[src/rtl/hazard_fwd_unit.sv]
// -----------------------------------------------------------------------------
// hazard_fwd_unit
//
// Load-use hazard detection and operand-forwarding select generation for a
// classic five-stage pipeline. The unit shadows the EX, MEM and WB stages with
// small tracking slots. It asks IF/ID to stall when the instruction in ID needs
// a load result that is not yet available. It also produces registered ALU
// operand selects for the instruction that is currently in EX.
//
// Parameters
//   OP_ALU  : R-type opcode  (writes rd, reads rs and rt)
//   OP_LW   : load           (writes rt, reads rs)
//   OP_SW   : store          (reads rs and rt, no write)
//   OP_ADDI : add-immediate  (writes rt, reads rs)
//   OP_J    : jump           (no read, no write)
//   OP_JAL  : jump-and-link  (writes r31, no read)
//
// Ports
//   clock        : single clock, rising edge
//   reset_n      : asynchronous active-low reset
//   id_valid     : ID stage holds an instruction
//   id_op        : ID opcode
//   id_rs/rt/rd  : ID register fields
//   flush        : squash the ID instruction (taken jump)
//   stall        : combinational load-use stall request to IF/ID
//   issue        : ID instruction moves into EX this cycle
//   fwd_a/fwd_b  : registered ALU operand selects for EX
//                  (00 register file, 01 MEM/WB, 10 EX/MEM)
//   stall_count  : saturating count of stall cycles
// -----------------------------------------------------------------------------
module hazard_fwd_unit #(
  parameter logic [5:0] OP_ALU  = 6'd0,
  parameter logic [5:0] OP_LW   = 6'd35,
  parameter logic [5:0] OP_SW   = 6'd43,
  parameter logic [5:0] OP_ADDI = 6'd8,
  parameter logic [5:0] OP_J    = 6'd2,
  parameter logic [5:0] OP_JAL  = 6'd3
) (
  input  logic        clock,
  input  logic        reset_n,
  input  logic        id_valid,
  input  logic [5:0]  id_op,
  input  logic [4:0]  id_rs,
  input  logic [4:0]  id_rt,
  input  logic [4:0]  id_rd,
  input  logic        flush,
  output logic        stall,
  output logic        issue,
  output logic [1:0]  fwd_a,
  output logic [1:0]  fwd_b,
  output logic [15:0] stall_count
);

  // Select encoding shared by fwd_a and fwd_b.
  localparam logic [1:0] SEL_RF  = 2'b00;
  localparam logic [1:0] SEL_MEM = 2'b01;
  localparam logic [1:0] SEL_EX  = 2'b10;

  // One tracked pipeline stage: what the instruction occupying it will write.
  typedef struct packed {
    logic       valid;
    logic       wr;
    logic       ld;
    logic [4:0] dst;
  } slot_t;

  localparam slot_t BUBBLE = '0;

  slot_t ex_q, mem_q, wb_q;
  slot_t id_dec;
  logic  use_rs, use_rt;
  logic  ld_hit;
  logic  [1:0] fwd_a_d, fwd_b_d;

  // ---------------------------------------------------------------------------
  // Decode the ID instruction: destination and which source fields it reads.
  // ---------------------------------------------------------------------------
  always_comb begin
    // NOTE: every signal written here gets a default first, so no path through
    // the case leaves one unassigned and no latch is inferred.
    id_dec = BUBBLE;
    use_rs = 1'b0;
    use_rt = 1'b0;

    case (id_op)
      OP_ALU: begin
        id_dec.wr  = 1'b1;
        id_dec.dst = id_rd;
        use_rs     = 1'b1;
        use_rt     = 1'b1;
      end
      OP_LW: begin
        id_dec.wr  = 1'b1;
        id_dec.ld  = 1'b1;
        id_dec.dst = id_rt;
        use_rs     = 1'b1;
      end
      OP_SW: begin
        use_rs = 1'b1;
        use_rt = 1'b1;
      end
      OP_ADDI: begin
        id_dec.wr  = 1'b1;
        id_dec.dst = id_rt;
        use_rs     = 1'b1;
      end
      OP_JAL: begin
        id_dec.wr  = 1'b1;
        id_dec.dst = 5'd31;
      end
      default: begin
        // OP_J and unknown opcodes neither read nor write registers.
      end
    endcase

    // r0 is hard-wired zero: a write to it is never a forwarding source and
    // never a hazard, so treat it as no write at all.
    if (id_dec.dst == 5'd0) begin
      id_dec.wr = 1'b0;
      id_dec.ld = 1'b0;
    end

    id_dec.valid = 1'b1;
  end

  // ---------------------------------------------------------------------------
  // Load-use hazard: the load in EX produces its data only at the end of MEM,
  // so a dependent instruction in ID must wait one cycle. Flush wins: a
  // squashed instruction never needs to wait.
  // ---------------------------------------------------------------------------
  assign ld_hit = ex_q.valid && ex_q.wr && ex_q.ld &&
                  ((use_rs && (ex_q.dst == id_rs)) ||
                   (use_rt && (ex_q.dst == id_rt)));

  // reset_n gates both strobes so nothing leaks out while the unit is held.
  assign stall = reset_n && id_valid && !flush && ld_hit;
  assign issue = reset_n && id_valid && !stall && !flush;

  // ---------------------------------------------------------------------------
  // Forwarding select for one source field. The selects are computed while the
  // instruction is in ID and take effect one cycle later when it is in EX. At
  // that point the current EX occupant sits in EX/MEM and the current MEM
  // occupant sits in MEM/WB. The youngest producer (EX slot) wins.
  // ---------------------------------------------------------------------------
  function automatic logic [1:0] fwd_sel(input logic       used,
                                         input logic [4:0] src,
                                         input slot_t      ex,
                                         input slot_t      mem);
    logic [1:0] sel;
    sel = SEL_RF;
    if (used) begin
      if (ex.valid && ex.wr && (ex.dst == src)) begin
        sel = SEL_EX;
      end else if (mem.valid && mem.wr && (mem.dst == src)) begin
        sel = SEL_MEM;
      end
    end
    return sel;
  endfunction

  assign fwd_a_d = fwd_sel(use_rs, id_rs, ex_q, mem_q);
  assign fwd_b_d = fwd_sel(use_rt, id_rt, ex_q, mem_q);

  // ---------------------------------------------------------------------------
  // Slot advance, registered selects and stall statistics.
  // ---------------------------------------------------------------------------
  // NOTE: state is updated with non-blocking assignments so each slot samples
  // its predecessor's old value and the shift happens as a real pipeline.
  always_ff @(posedge clock or negedge reset_n) begin
    if (!reset_n) begin
      // NOTE: the whole slot is cleared, not just valid, so the reset state is
      // fully defined. Clearing valid alone would be enough for correct
      // behaviour.
      ex_q        <= BUBBLE;
      mem_q       <= BUBBLE;
      wb_q        <= BUBBLE;
      fwd_a       <= SEL_RF;
      fwd_b       <= SEL_RF;
      stall_count <= 16'd0;
    end else begin
      wb_q  <= mem_q;
      mem_q <= ex_q;
      ex_q  <= issue ? id_dec : BUBBLE;

      // A bubble in EX must not steer the ALU from a stale forwarding path.
      fwd_a <= issue ? fwd_a_d : SEL_RF;
      fwd_b <= issue ? fwd_b_d : SEL_RF;

      if (stall && (stall_count != 16'hFFFF)) begin
        stall_count <= stall_count + 16'd1;
      end
    end
  end

endmodule

[config.mk]
export PLATFORM = sky130hd
export DESIGN_NAME = hazard_fwd_unit
export DESIGN_NICKNAME = d
export VERILOG_FILES = /design/src/rtl/hazard_fwd_unit.sv
export SDC_FILE = /design/constraint.sdc
export NUM_CORES = 1
export LEC_CHECK = 0
export BUFFER_PORTS_ARGS = -buffer_cell sky130_fd_sc_hd__buf_2
export CORE_ASPECT_RATIO = 0.6
export CORE_UTILIZATION = 52
export CTS_CLUSTER_SIZE = 28
export DETAILED_ROUTE_END_ITERATION = 10
export HOLD_SLACK_MARGIN = 0.02
export PLACE_DENSITY = 0.79
export SKIP_CTS_REPAIR_TIMING = 1
export SKIP_LAST_GASP = 1
export SYNTH_ARGS = -nofsm -noshare
export SYNTH_HDL_FRONTEND = slang
export SYNTH_SLANG_ARGS = --single-unit
[constraint.sdc]
create_clock -name clock -period 2.75 [get_ports clock]
set_clock_uncertainty 0.2 [all_clocks]
set_input_delay 0.275 -clock clock [delete_from_list [all_inputs] [get_ports clock]]
set_output_delay 0.275 -clock clock [all_outputs]
set_load 0.01 [all_outputs]
==> results.json <==
{
  "synth-edff-count": 0,
  "slew_viol_final": 0,
  "path_clk_slew_ns": 0.07,
  "maxCapViolations": 0,
  "gp_congestion": 0.856,
  "diodes": 0,
  "fmax_ghz": 0.385,
  "grt_max_degree": 36,
  "utilization_pct": 66.8,
  "comb_power_share_pct": 7.9,
  "syn_area_sq_um": 1790,
  "hp-start": "id_op[3]",
  "fin_crit_ns": 2.60,
  "initial_core_util_pct": 54.8,
  "clkPwrFrac_pct": 38.4,
  "worstPathCellList": "xor2_1 -> nor3_1 -> nand3_1 -> o32a_4 -> o21ai_1 -> inv_1 -> buf_2",
  "setup_viol": 0,
  "synthFlopType": "dfrtp_1",
  "slew_headroom_pct": 45.6,
  "pre_cts_ws_ns": 0.222,
  "syn-instance-count": 173,
  "drtAntennaViolNets": 0,
  "drive_above_1_share_pct": 27.8,
  "crit_required_ns": 2.28,
  "detail_route.wl_per_cell_um": 14.5,
  "synth_cell_type_count": 30,
  "r2r_setup_slack_ns": 0.34,
  "worstReg2RegStart": "ex_q[4]$_DFF_PN0_",
  "cts_buffers": 5,
  "io-pin-count": 47,
  "clk-insertion-delay-late_ns": 0.29,
  "holdPathEnd": "ex_q[5]$_DFF_PN0_",
  "nFillCells": 263,
  "run_status": "finished clean",
  "start_kind": "register",
  "rows": 16,
  "crit_type": "reg -> out",
  "vias": 1513,
  "grt_pass1_wl_um": 6100,
  "setup_tns_ns": 0,
  "placedCellCount": 264,
  "synth-seq-cells": 35,
  "period_share_pct": 94.5,
  "drtIter0Drc": 125,
  "reg2reg_depth": 6,
  "gr-total-overflow": 0,
  "cpPeakStageDelay_ns": 0.47,
  "avgSynthCellArea_sq_um": 10.3,
  "rsz0062_at_grt": "no",
  "seq_power_share_pct": 53.7,
  "synth.net_count": 199,
  "path_delay_family": "compound AO/OA/AOI/OAI gates",
  "p_sw_share_pct": 22.9,
  "clk_path_buf_depth": 2,
  "h-tree-depth": 2,
  "finalHoldViolCount": 0,
  "grt_usage_pct": 23.5,
  "ys_async_sr_fraction_pct": 100,
  "p_int_uw": 744,
  "reg2reg_to": "stall_count[14]$_DFFE_PN0P_",
  "cp_slowest_cell": "o32a_4",
  "first_pass_iters": 4,
  "yosys_warnings": 0,
  "die_h_um": 47.4,
  "wl_um": 3950,
  "p_per_area_nw_per_um2": 443,
  "p_leak_uw": 0.00109,
  "clock-root-buffer": "clkbuf_8",
  "cts.sinks": 35,
  "endpoint_kind": "output port",
  "crit_fanout": 18,
  "crit_arrival_ns": 2.12,
  "whs_path_depth": 2,
  "path_buf_inv": 2,
  "grt_pass1_vias": 1232,
  "worst_slack_ns": 0.151,
  "fin_nets": 253,
  "die_area_sq_um": 3680,
  "peakVddDrop_mv": 0.305,
  "dieWidth_um": 77.7,
  "worst_pin_slew_ns": 0.808,
  "antenna_found_initial": 0,
  "synth_seq_area_share_pct": 49.0,
  "drc_errors": 0,
  "place_hpwl_um": 3080,
  "coreArea_sq_um": 3260,
  "min-delay-path-class": "in -> reg",
  "area_growth_pct": 22.0,
  "cts_tree": "done",
  "vias_per_cell": 5.56,
  "finalNonFillerCells": 272,
  "p_switching_uw": 222,
  "port_buffers": 46
}
## power by group through the flow
stage / Combinational (uW) / Clock, uW / Sequential, uW
6_report: 76.3 / 371 / 518
5_1_grt: 86.0 / 403 / 518
4_1_cts: 75.2 / 381 / 518
3_5_place_dp: 74.6 / 0 / 528
3_3_place_gp: 73.9 / 0 / 528
2_1_floorplan: 28.4 / 0 / 528
## Yosys cell counts (all sizes together), types with 2 or more instances
library cell / count / area, sq um
a221oi: 6 / 52.6
nand3: 11 / 55.1
or2: 4 / 25.0
nand2: 9 / 33.8
mux2: 2 / 22.5
and3: 2 / 12.5
nor3b: 2 / 15.0
nand2b: 2 / 12.5
nand4: 9 / 56.3
dfrtp: 35 / 876
buf: 2 / 22.5
xor2: 26 / 228
nor2: 17 / 63.8
nor4: 15 / 93.8
nor3: 10 / 50.1
xnor2: 8 / 70.1
## cells in the final DEF (no fill, tap or decap), types with 2 or more instances in the layout
cell type,instances
nand3_1,11
nand2_1,9
a221oi_1,6
nor3b_1,2
nand2b_1,2
nor3_1,10
and3_1,2
dfrtp_1,35
nand4_1,9
nor4_1,15
clkbuf_8,6
xnor2_1,8
mux2_2,2
buf_2,46
nor2_1,17
buf_4,3
or2_2,3
xor2_1,26
## state kept, by name (all words and copies together) (netlist names)
register / count
ex_q: 8
fwd_a: 2
fwd_b: 2
mem_q: 7
stall_count: 16
## per-layer routing
layer	track usage, %	share of wire [%]	routed length [um]
met1	37.7	54	2120
met2	28.3	37	1480
met3	6.80	7.6	301
met4	9.06	1.3	51
met5	0	0	0
## stage by stage
step           hold WS (ns)  cell area (sq um)  total power (uW)
6_report             0.0352               2180               966
5_1_grt              0.0434               2180              1010
4_1_cts              -0.158               2160               975
3_5_place_dp          0.161               2070               602
3_3_place_gp          0.162               2070               602
2_1_floorplan        -0.221               1790               556
## kinds of logic (layout without fill, tap and decap cells)
logic type / Yosys count / in the layout / synth area share (%)
buffers and inverters: 4 / 58 / 1.68
adders and majority gates: 1 / 1 / 0.700
muxes: 2 / 2 / 1.26
xor gates and xnor gates: 34 / 34 / 16.7
AOI/OAI and AO/OA: 11 / 11 / 5.11
and+or+nand+nor: 86 / 86 / 25.6
DFF: 35 / 35 / 49.0
## worst max path at each step
| stage | start | endpoint | slack, ns | depth (start not counted) |
|---|---|---|---|---|
| after floorplan | ex_q[4]$_DFF_PN0_ | issue | 0.38 | 8 |
| after global routing | ex_q[4]$_DFF_PN0_ | issue | 0.009 | 7 |
| after detailed placement | ex_q[4]$_DFF_PN0_ | stall_count[14]$_DFFE_PN0P_ | 0.22 | 6 |
| final | ex_q[4]$_DFF_PN0_ | issue | 0.15 | 7 |
| after CTS | ex_q[4]$_DFF_PN0_ | issue | 0.01 | 7 |
| after global placement | id_op[1] | stall_count[14]$_DFFE_PN0P_ | 0.29 | 6 |
## worst reg2reg max path, delay by kind of cell, from the launching register on
family / cells / cell delay (ns)
flip-flops: 1 / 0.41
multiplexers: 1 / 0.37
XOR/XNOR: 1 / 0.17
AND/OR/NAND/NOR: 3 / 0.69
AO/OA/AOI/OAI: 1 / 0.47
## cell type report
type	instances	area, sq um	share of cell area [%]
Clock inverter	1	5.00	0.230
Inverter	1	3.75	0.172
Multi-Input combinational cell	134	893	41.0
Sequential cell	35	876	40.2
Timing Repair Buffer	50	263	12.1
Clock buffer	6	82.6	3.79
Tap cell	45	56.3	2.58
Power figures use the tool's default switching activity.
